## config.mk

```make
export PLATFORM = sky130hd
export DESIGN_NAME = subtrator_serial
export DESIGN_NICKNAME = d
export VERILOG_FILES = /design/src/rtl/subtrator_serial_pkg.sv /design/src/rtl/subtrator_completo.sv /design/src/rtl/subtrator_serial.sv
export SDC_FILE = /design/constraint.sdc
export NUM_CORES = 1
export LEC_CHECK = 0
export BUFFER_PORTS_ARGS = -buffer_cell sky130_fd_sc_hd__buf_2
export CAP_MARGIN = 20
export CORE_AREA = 3 3 61 63
export CTS_BUF_LIST = sky130_fd_sc_hd__clkbuf_4
export DETAILED_ROUTE_END_ITERATION = 16
export DIE_AREA = 0 0 64 66
export MAX_ROUTING_LAYER = met4
export PLACE_DENSITY = 0.81
export SYNTH_ARGS = -nofsm -noshare
export SYNTH_HDL_FRONTEND = slang
export SYNTH_HIERARCHICAL = 1
export SYNTH_SLANG_ARGS = --single-unit
export TNS_END_PERCENT = 50
```

## constraint.sdc

```tcl
create_clock -name CLK -period 1.5 [get_ports CLK]
set_input_delay 0.225 -clock CLK [delete_from_list [all_inputs] [get_ports CLK]]
set_output_delay 0.225 -clock CLK [all_outputs]
set_load 0.01 [all_outputs]
```

## src/rtl/subtrator_serial_pkg.sv

```systemverilog
// Shared definitions for the bit-serial subtractor: FSM state encoding,
// default operand width and the single-bit full-subtract function used by
// the datapath cell.
package subtrator_serial_pkg;

  // Default operand/result width in bits.
  localparam int unsigned SUB_DEFAULT_WIDTH = 8;

  // Control states of the serial subtractor.
  typedef enum logic [1:0] {
    ST_IDLE   = 2'd0,
    ST_SHIFT  = 2'd1,
    ST_FINISH = 2'd2
  } sub_state_t;

  // One-bit full subtract a - b - bin.
  // Returns {borrow_out, difference}.
  function automatic logic [1:0] full_sub(input logic a, input logic b, input logic bin);
    logic diff;
    logic bout;
    diff = a ^ b ^ bin;
    bout = (~a & b) | (~a & bin) | (b & bin);
    return {bout, diff};
  endfunction

endpackage

```

## src/rtl/subtrator_completo.sv

```systemverilog
// Single-bit full-subtractor cell: d = a - b - bin, with borrow-out.
// Purely combinational; the serial wrapper registers the borrow.
module subtrator_completo
  import subtrator_serial_pkg::*;
(
  input  logic a,
  input  logic b,
  input  logic bin,
  output logic d,
  output logic bout
);

  logic [1:0] res_s;

  // Evaluate the one-bit subtraction.
  always_comb begin
    res_s = full_sub(a, b, bin);
    d     = res_s[0];
    bout  = res_s[1];
  end

endmodule

```

## src/rtl/subtrator_serial.sv

```systemverilog
// Bit-serial N-bit subtractor: D = A - B - BIN, one bit per clock, LSB first.
// Operands are captured on an accepted START and shifted through a single
// full-subtractor cell whose borrow is registered between bits. D/BOUT are
// loaded together in the cycle that completes the last bit, so they are
// already valid while DONE is high, and they hold until the next operation
// completes.
// Optional build macro: SUBTRATOR_SERIAL_OVF_EN adds the OVF output
// (signed two's-complement overflow of the last result).
module subtrator_serial
  import subtrator_serial_pkg::*;
#(
  parameter int unsigned N = SUB_DEFAULT_WIDTH
) (
  input  logic         CLK,
  input  logic         RST_N,
  input  logic         START,
  input  logic [N-1:0] A,
  input  logic [N-1:0] B,
  input  logic         BIN,
  output logic         BUSY,
  output logic         DONE,
  output logic [N-1:0] D,
`ifdef SUBTRATOR_SERIAL_OVF_EN
  output logic         BOUT,
  output logic         OVF
`else
  output logic         BOUT
`endif
);

  localparam int unsigned CW = (N > 1) ? $clog2(N) : 1;
  localparam logic [CW-1:0] CNT_LAST = CW'(N - 1);

  sub_state_t  state_q, state_d;
  logic [N-1:0]  sa_q, sa_d;
  logic [N-1:0]  sb_q, sb_d;
  logic [N-1:0]  res_q, res_d;
  logic          br_q, br_d;
  logic [CW-1:0] cnt_q, cnt_d;
  logic          busy_q, busy_d;
  logic          done_q, done_d;
  logic [N-1:0]  d_q, d_d;
  logic          bout_q, bout_d;
`ifdef SUBTRATOR_SERIAL_OVF_EN
  logic          a_msb_q, a_msb_d;
  logic          b_msb_q, b_msb_d;
  logic          ovf_q, ovf_d;
`endif

  logic          cell_d_s;
  logic          cell_bout_s;
  logic [N-1:0]  res_next_s;

  subtrator_completo u_cell (
    .a    (sa_q[0]),
    .b    (sb_q[0]),
    .bin  (br_q),
    .d    (cell_d_s),
    .bout (cell_bout_s)
  );

  // Result register after this bit: cell difference enters at the MSB.
  always_comb begin
    res_next_s = {cell_d_s, res_q[N-1:1]};
  end

  // Next-state, datapath and output-register computation.
  always_comb begin
    state_d = state_q;
    sa_d    = sa_q;
    sb_d    = sb_q;
    res_d   = res_q;
    br_d    = br_q;
    cnt_d   = cnt_q;
    busy_d  = 1'b0;
    done_d  = 1'b0;
    d_d     = d_q;
    bout_d  = bout_q;
`ifdef SUBTRATOR_SERIAL_OVF_EN
    a_msb_d = a_msb_q;
    b_msb_d = b_msb_q;
    ovf_d   = ovf_q;
`endif
    case (state_q)
      // FINISH accepts a new request exactly like IDLE (back-to-back).
      ST_IDLE, ST_FINISH: begin
        if (START) begin
          sa_d    = A;
          sb_d    = B;
          br_d    = BIN;
          res_d   = {N{1'b0}};
          cnt_d   = {CW{1'b0}};
          busy_d  = 1'b1;
          state_d = ST_SHIFT;
`ifdef SUBTRATOR_SERIAL_OVF_EN
          a_msb_d = A[N-1];
          b_msb_d = B[N-1];
`endif
        end else begin
          state_d = ST_IDLE;
        end
      end
      ST_SHIFT: begin
        sa_d  = {1'b0, sa_q[N-1:1]};
        sb_d  = {1'b0, sb_q[N-1:1]};
        br_d  = cell_bout_s;
        res_d = res_next_s;
        if (cnt_q == CNT_LAST) begin
          // Last bit: publish the full result together with DONE.
          cnt_d   = {CW{1'b0}};
          state_d = ST_FINISH;
          done_d  = 1'b1;
          d_d     = res_next_s;
          bout_d  = cell_bout_s;
`ifdef SUBTRATOR_SERIAL_OVF_EN
          ovf_d   = (a_msb_q != b_msb_q) && (cell_d_s != a_msb_q);
`endif
        end else begin
          cnt_d   = cnt_q + CW'(1);
          busy_d  = 1'b1;
          state_d = ST_SHIFT;
        end
      end
      default: begin
        state_d = ST_IDLE;
      end
    endcase
  end

  // State, datapath and output registers; async reset aborts any operation.
  always_ff @(posedge CLK or negedge RST_N) begin
    if (!RST_N) begin
      state_q <= ST_IDLE;
      sa_q    <= {N{1'b0}};
      sb_q    <= {N{1'b0}};
      res_q   <= {N{1'b0}};
      br_q    <= 1'b0;
      cnt_q   <= {CW{1'b0}};
      busy_q  <= 1'b0;
      done_q  <= 1'b0;
      d_q     <= {N{1'b0}};
      bout_q  <= 1'b0;
`ifdef SUBTRATOR_SERIAL_OVF_EN
      a_msb_q <= 1'b0;
      b_msb_q <= 1'b0;
      ovf_q   <= 1'b0;
`endif
    end else begin
      state_q <= state_d;
      sa_q    <= sa_d;
      sb_q    <= sb_d;
      res_q   <= res_d;
      br_q    <= br_d;
      cnt_q   <= cnt_d;
      busy_q  <= busy_d;
      done_q  <= done_d;
      d_q     <= d_d;
      bout_q  <= bout_d;
`ifdef SUBTRATOR_SERIAL_OVF_EN
      a_msb_q <= a_msb_d;
      b_msb_q <= b_msb_d;
      ovf_q   <= ovf_d;
`endif
    end
  end

  // Drive ports straight from registers.
  always_comb begin
    BUSY = busy_q;
    DONE = done_q;
    D    = d_q;
    BOUT = bout_q;
`ifdef SUBTRATOR_SERIAL_OVF_EN
    OVF  = ovf_q;
`endif
  end

endmodule

```

Yosys cells after proc, flatten, opt, wreduce, memory -nomap -nowiden --
Cells that the tools add are included. Widths: inputs -> output; s select.
Storage, ports and cells: bits in registers 41, bits in latches 0, bits in writable memories 0, bits in read-only memories 0, input port bits 20, output and inout port bits 11, logic and storage cells 47, memories 0
Cells by class: add/sub/neg operators 1, multiply operators 0, div/mod/pow operators 0, magnitude comparators 0, equality and inequality tests 4, shift operators 0, mux-type cells 19, bitwise logic cells 8, reductions and logical operators 5
Operators by type and width (number):
- $pmux 8 s2 | 3
- $mux 8 | 3
- $mux 1 | 6
- $mux 3 | 2
- $pmux 3 s2 | 1
- $pmux 1 s2 | 2
- $pmux 2 s2 | 1
- $reduce_and 2->1 | 2
- $add 3x1->3 const B | 1
- $and 1x1->1 | 3
- $eq 3x3->1 const B | 1
- $eq 2x1->1 const B | 1
- $eq 2x2->1 const B | 1
- $logic_not 2->1 | 1
- $mux 2 | 1
- $ne 2x2->1 const B | 1
- $or 1x1->1 | 2
- $reduce_bool 2->1 | 1
- $reduce_or 2->1 | 1
- $xor 1x1->1 | 2
- $not 1->1 | 1

Depth between registers and ports, before layout --
Gate-level depths: netlist (run 1).
word-level depth 5, gate-level depth with buffers 5, mapped depth without buffers 4

Hierarchy --
The synthesis (run 1) kept the hierarchy.
Modules (own cells, without submodules):
- subtrator_serial | times used 1, cells each 150, area each 1829.3 µm², seq. area each 950.9 µm²
- subtrator_completo | times used 1, cells each 3, area each 27.5 µm², seq. area each 0.0 µm²

Worst setup path after synthesis (run 1) --
Ideal clock, no wire load.
path kind flip-flop to flip-flop, from register state_q[0], to register bout_q (netlist: BOUT), library setup time 125 ps, data arrival time 1261 ps, required time 1375 ps, slack 114 ps, stages on the path, launching flop included 6, buffers on the path 2, period minus slack after synthesis 1386 ps, cells stage by stage dfrtp_1 buf_4 and2b_1 buf_6 nand2_8 mux2_4
On the way: word-level cells in the longest chain between the ends 2
Ends and longest elaborated chain:
- start, declared | line subtrator_serial.sv:34 | sub_state_t state_q, state_d;
- start signal, assigned | line subtrator_serial.sv:149 | state_q <= state_d;
- $eq 2x1->1 | line subtrator_serial.sv:84 | case (state_q)
- $reduce_and 2->1 (no line)
- end signal, assigned | line subtrator_serial.sv:158 | bout_q <= bout_d;
- end, declared | line subtrator_serial.sv:43 | logic bout_q, bout_d;
No other way between the ends. A chain may end at the register's enable or synchronous reset.

==> metrics.txt, run 1 <==
Clk Latency, worst-skew pair=0.35 ns; via density per instance=5.46; # clock sinks=38; HPWL after detailed placement=2450 microns; pwr/cell area=1890 mW/mm^2; first-iteration detailed-routing DRC count=100; Critical Path Sink=D[5]$_DFFE_PN0P_; R2R Path End=D[5]$_DFFE_PN0P_; die area=0.00422 sq mm; worst setup slack before clock tree synthesis=0.0372 ns; remaining number of nets flagged by the antenna check after routing=0; pin count of the biggest net entering global routing=33; routed wirelength normalized by instance count=14.9 microns; number of port buffers=30; type of destination of the critical path=register; TritonCTS clock tree=yes; Ports=31; antenna violations before repair=0; starting density of the core=56.5%; number of max-cap violations=0; number of placed instances with taps included=226; root buffer cell=clkbuf_4; vias=1282; crit path from=DONE$_DFF_PN0_; P&R area growth vs syn=14.6%; setup repair after global routing missed its margin=false; Highest Clock Rate=694 MHz; minimum setup slack in the final design=0.0582 ns; Data required, critical path=1.74 ns; CP Data Arrival Time=1.68 ns; antenna diode instance count=0; final number of setup-violating endpoints=0; Post-Route Setup TNS=0 ns; Pins Over Slew Limit=0; hold_ws=0.166 ns; number of library cell types mapped by synthesis=23; cell taking the most area after synthesis=dfrtp_1; net count after synthesis=176; largest delay contributor family on the critical path=simple AND/OR/NAND/NOR gates; mean instance size in the synthesized netlist=12.1 sq um; proportion of netlist area held by the largest area contributor=51.2%; Area contributors post-synth=dfrtp_1 (51%), mux2i_1 (11%), mux2_4 (7.3%); sequential cell area fraction in the yosys report=51.2%; instance count of the mapped netlist=153; internal reg-to-reg setup slack=0.06 ns; CTS Buf Count=5; Register-to-Register Path Depth=3; crit-path max FO=10; Total Routed Length=3500 microns; cells along the critical path=and2b_1 > nand2_8 > mux2_4; Die H=66 microns; placeable core area=0.00328 sq mm; CP max stage delay=0.44 ns; Worst path slowest cell=and2b_1; critical path class=reg -> reg; final period demand of the worst path=1.44 ns; type of origin of the critical path=register; transition time at the pin with the least slew margin=0.556 ns; final std cells w/o fill=235; final worst path period share=96.1%; crit path buf inv count=0; final clock skew=0.0201 ns; global-route wire length before repair=5810 microns; layout cell share with drive strength beyond 1=29.6%; floorplan die width=64 microns; number of H-tree levels=2; clock tree buffer depth=2; number of global-route vias before repair=1211; count of final hold-check violations=0; setup fix buffers added after clock tree synthesis=0; global-route usage over all layers=18.6%; Remaining DRCs=0; worst voltage drop across the vdd grid=672 uV; RD Place Congestion=0.797; relative slew slack=63.0%; detailed-routing iteration count for the pre-antenna-repair pass=6; global route total overflow=0; leakage power=0.982 nW; Worst-path clk slew=0.12 ns; number of cell rows=21; path type of the worst min-delay path=in -> reg; startpoint of the lowest-slack register-to-register path=DONE$_DFF_PN0_; number of storage elements in the synthesis netlist=38; end-of-flow core utilization=64.8%; post-synthesis cell area=0.00186 sq mm; synthesis warning total=6; CP Depth=3; result of the run=completed; net count of the finished layout=211
[layer usage]
| metal | up-vias | global-route usage, % | wire length (microns) |
|---|---|---|---|
| met3 | 6 | 5.10 | 136 |
| met1 | 622 | 22.9 | 1550 |
| met5 | - | - | 0 |
| met2 | 29 | 29.7 | 1760 |
| met4 | 0 | 6.20 | 48 |
| li1 | 625 | - | - |
[state kept, by name (all words and copies together) (netlist names)]
signal,flops
BOUT,1
D,8
DONE,1
br_q,1
cnt_q,3
res_q,7
sa_q,8
sb_q,8
state_q,1
[worst register-to-register path, cell delays in order (launching register included)]
cell and delay (ns):
dfrtp_1 0.41, and2b_1 0.44, nand2_8 0.15, mux2_4 0.33
[stage by stage]
| step | total power [mW] | cell area, sq um |
|---|---|---|
| 2_1_floorplan | 3.04 | 1860 |
| 3_3_place_gp | 3.40 | 2060 |
| 3_5_place_dp | 3.53 | 2060 |
| 4_1_cts | 4.05 | 2120 |
| 5_1_grt | 4.33 | 2130 |
| 6_report | 4.03 | 2130 |
[cells by family after synthesis]
| logic type | count (synthesis) | share of synthesized area [%] |
|---|---|---|
| AOI/OAI and AO/OA | 43 | 15.8 |
| and+or+nand+nor | 25 | 8.29 |
| buffers and inverters | 15 | 4.24 |
| muxes | 29 | 18.1 |
| adders and majority gates | 3 | 2.43 |
| DFF | 38 | 51.2 |
[layout make-up]
cell class,count,area [sq um]
clock buffer,6,45.0
clock inverter,2,8.76
fill,258,1160
inverter,5,18.8
multi-input combinational,100,830
sequential,38,951
tap,46,57.6
timing repair buffer,38,216
[synthesized netlist by cell type]
library cell and instances:
buf_6 1, inv_1 5, mux2i_1 20, buf_2 3, nand2_8 1, o21ai_0 6
nand3_1 2, dfrtp_1 38, a21oi_1 14, a221o_1 1, a21oi_4 1, and2b_1 1
nor2_1 2, fa_1 1, a22o_1 7, nand2_1 4, ha_1 2, and3_1 1
mux2_4 9, nor2b_1 14, clkbuf_1 3, buf_4 3, a211oi_1 14
[report_power, final]
| group | internal, mW | switching, mW | total [mW] |
|---|---|---|---|
| logic | 0.861 | 0.824 | 1.69 |
| registers | 1.49 | 0.339 | 1.83 |
| clock network | 0.194 | 0.321 | 0.515 |
| total | 2.54 | 1.48 | 4.03 |
[how the worst min path moves through the flow]
stage	start	endpoint	slack, ns	depth (start not counted)
6_report	B[4]	sb_q[4]$_DFFE_PN0P_	0.17	3
5_1_grt	BIN	br_q$_DFFE_PN0P_	0.16	3
4_1_cts	B[4]	sb_q[4]$_DFFE_PN0P_	0.16	3
3_5_place_dp	RST_N	D[2]$_DFFE_PN0P_	0.21	1
3_3_place_gp	RST_N	D[1]$_DFFE_PN0P_	0.22	1
2_1_floorplan	RST_N	BOUT$_DFFE_PN0P_	-0.07	0
[cells in the final DEF, fill, tap and decap left out, drive strengths merged, types with 6 or more instances in the layout]
cell	n
a211oi	14
a21oi	15
a22o	7
buf	37
clkbuf	6
dfrtp	38
mux2	9
mux2i	20
nor2b	14
o21ai	6
[repair_timing]
item,in CTS,in global routing
setup endpoints to repair,0,4
resized for setup,0,2
hold buffers,1,0
endpoints found under the hold margin,20,0
(Power assumes the default switching activity.)
==> run 2, diff against run 1 <==
CELL_PAD_IN_SITES_DETAIL_PLACEMENT = 0   (was unset)
CELL_PAD_IN_SITES_GLOBAL_PLACEMENT = 2   (was unset)
CORE_AREA = 3 3 74 76   (was 3 3 61 63)
DIE_AREA = 0 0 77 79   (was 0 0 64 66)
PLACE_DENSITY = 0.8   (was 0.81)
==> metrics.txt, run 2 (synthesis results as in run 1) <==
P&R area growth vs syn=18.3%; number of cell rows=25 (+19%); type of origin of the critical path=register; Data required, critical path=1.74 ns (about the same); vias=1267 (-1.2%); Worst-path clk slew=0.12 ns (about the same); cells along the critical path=ha_1 > ha_1 > nand2_8 > mux2_4; total area of multi-input combinational cells=828 sq um (-0.15%); largest delay contributor family on the critical path=adder cells; type of destination of the critical path=register; TritonCTS clock tree=yes; global-route wire length before repair=6070 microns (+4.4%); # clock sinks=38 (unchanged); crit-path max FO=10 (unchanged); via density per instance=4.93 (-9.6%); net count of the finished layout=212 (+0.47%); final design area excluding fillers=0.00220 sq mm (+3.2%); transition time at the pin with the least slew margin=0.495 ns (-0.0609 ns); Pwr Total=4.18 mW (+3.7%); Highest Clock Rate=692 MHz (-0.18%); final worst path period share=96.3% (+0.17 points); Pins Over Slew Limit=0 (unchanged); routed wirelength normalized by instance count=13.7 microns (-8.0%); count of final hold-check violations=0 (unchanged); most frequent cell on the critical path=ha_1; placeable core area=0.00479 sq mm (+46%); relative slew slack=67.0% (+4.1 points); global route total overflow=0 (unchanged); Clk Latency, worst-skew pair=0.34 ns (about the same); Worst path slowest cell=dfrtp_1; number of placed instances with taps included=248 (+9.7%); number of port buffers=30 (unchanged); CP max stage delay=0.41 ns (-0.03 ns); critical path class=reg -> reg; number of max-cap violations=0 (unchanged); result of the run=completed; final period demand of the worst path=1.44 ns (+0.00257 ns); HPWL after detailed placement=2440 microns (-0.69%); most common library cell in the layout ignoring fill and taps=dfrtp_1; detailed-routing iteration count for the pre-antenna-repair pass=4 (-2); CP Data Arrival Time=1.68 ns (about the same); CTS Buf Count=5 (unchanged); setup fix buffers added after clock tree synthesis=0 (unchanged); die area=0.00608 sq mm (+44%); worst voltage drop across the vdd grid=664 uV (-1.1%); antenna diode instance count=0 (unchanged); crit path buf inv count=0 (unchanged); final clock skew=0.00696 ns (-0.0132 ns); final std cells w/o fill=257 (+9.4%); Die H=79 microns (+20%); final number of setup-violating endpoints=0 (unchanged); area occupied by registers=951 sq um (unchanged); remaining number of nets flagged by the antenna check after routing=0 (unchanged); RD Place Congestion=0.759 (-4.8%); floorplan die width=77 microns (+20%); number of global-route vias before repair=1263 (+4.3%); leakage power=1.01 nW (+2.4%); pin count of the biggest net entering global routing=39 (+18%); number of H-tree levels=2 (unchanged); antenna violations before repair=0 (unchanged); leading cell types in the layout, fill and taps excluded=dfrtp_1 (38), buf_2 (30), mux2i_1 (20); first-iteration detailed-routing DRC count=54 (-46%); Ports=31 (unchanged); starting density of the core=38.8% (-18 points); Post-Route Setup TNS=0 ns (unchanged); path type of the worst min-delay path=in -> reg; root buffer cell=clkbuf_4; pwr/cell area=1900 mW/mm^2 (+0.43%); placed standard-cell area=0.00210 sq mm (+2.3%); Remaining DRCs=0 (unchanged); clock tree buffer depth=2 (unchanged); global-route usage over all layers=12.9% (-5.7 points); Total Routed Length=3520 microns (+0.63%); setup repair after global routing missed its margin=false; layout cell share with drive strength beyond 1=30.5% (+0.90 points); final-layout fill cell count=465 (+80%)
-- run 2: cell types whose count changed in the layout (fill, tap and decap cells not counted) --
cell / previous run / this run
and2b_1: 1 / 0
and2b_2: 0 / 1
buf_12: 0 / 1
ha_1: 1 / 2
ha_2: 1 / 0
clkinv_2: 1 / 2
bufinv_16: 0 / 1
clkinv_1: 1 / 0
clkbuf_4: 6 / 5
-- run 2: worst min-delay path: stages --
cell and delay [ns]:
buf_2 0.07, a211oi_1 0.05, a21oi_1 0.10
-- run 2: routing by layer --
layer	GRT usage, %	vias to the layer above	share of wire, %
met5	-	-	0
met4	4.80	0	1.6
met3	3.85	6	4.6
met2	20.6	27	46
met1	15.7	606	48
li1	-	628	-
-- run 2: area by class of cell --
class | count | share of cell area (%)
sequential | 38 | 43.3
multi-input combinational | 100 | 37.7
timing repair buffer | 39 | 10.8
tap | 67 | 3.82
clock inverter | 3 | 1.82
clock buffer | 5 | 1.71
inverter | 5 | 0.855
-- run 2: timing repair --
item	CTS	global route
hold buffers	1	0
pin swaps	0	0
resized for setup	1	1
hold endpoints to repair	38	0
setup endpoints to repair	1	9
-- run 2: worst paths after layout --
path,slack [ns],endpoint,startpoint,cells after the start
worst max-delay path,0.06,D[1]$_DFFE_PN0P_,cnt_q[0]$_DFFE_PN0P_,4
worst min-delay path,0.14,sb_q[0]$_DFFE_PN0P_,B[0],3
worst max register to register,0.06,D[1]$_DFFE_PN0P_,cnt_q[0]$_DFFE_PN0P_,4
worst min register to register,0.52,BOUT$_DFFE_PN0P_,BOUT$_DFFE_PN0P_,1
max in group asynchronous,0.69,sa_q[4]$_DFFE_PN0P_,RST_N,3
min in group asynchronous,0.46,D[1]$_DFFE_PN0P_,RST_N,3
-- run 2: through the flow --
| step | util [%] | setup WS [ns] | hold WS [ns] |
|---|---|---|---|
| floorplan | - | 0.114 | -0.0706 |
| global placement | 43.9 | 0.0891 | 0.302 |
| detailed placement | 43.9 | 0.0602 | 0.311 |
| CTS | 45.9 | 0.0418 | 0.131 |
| global route | 45.9 | 0.00175 | 0.134 |
| finish | 45.9 | 0.0556 | 0.143 |
-- run 2: power by group --
group	switching [mW]	internal [mW]	total [mW]
Clock	0.340	0.345	0.686
Sequential	0.322	1.49	1.81
Combinational	0.802	0.879	1.68
Total	1.46	2.71	4.18
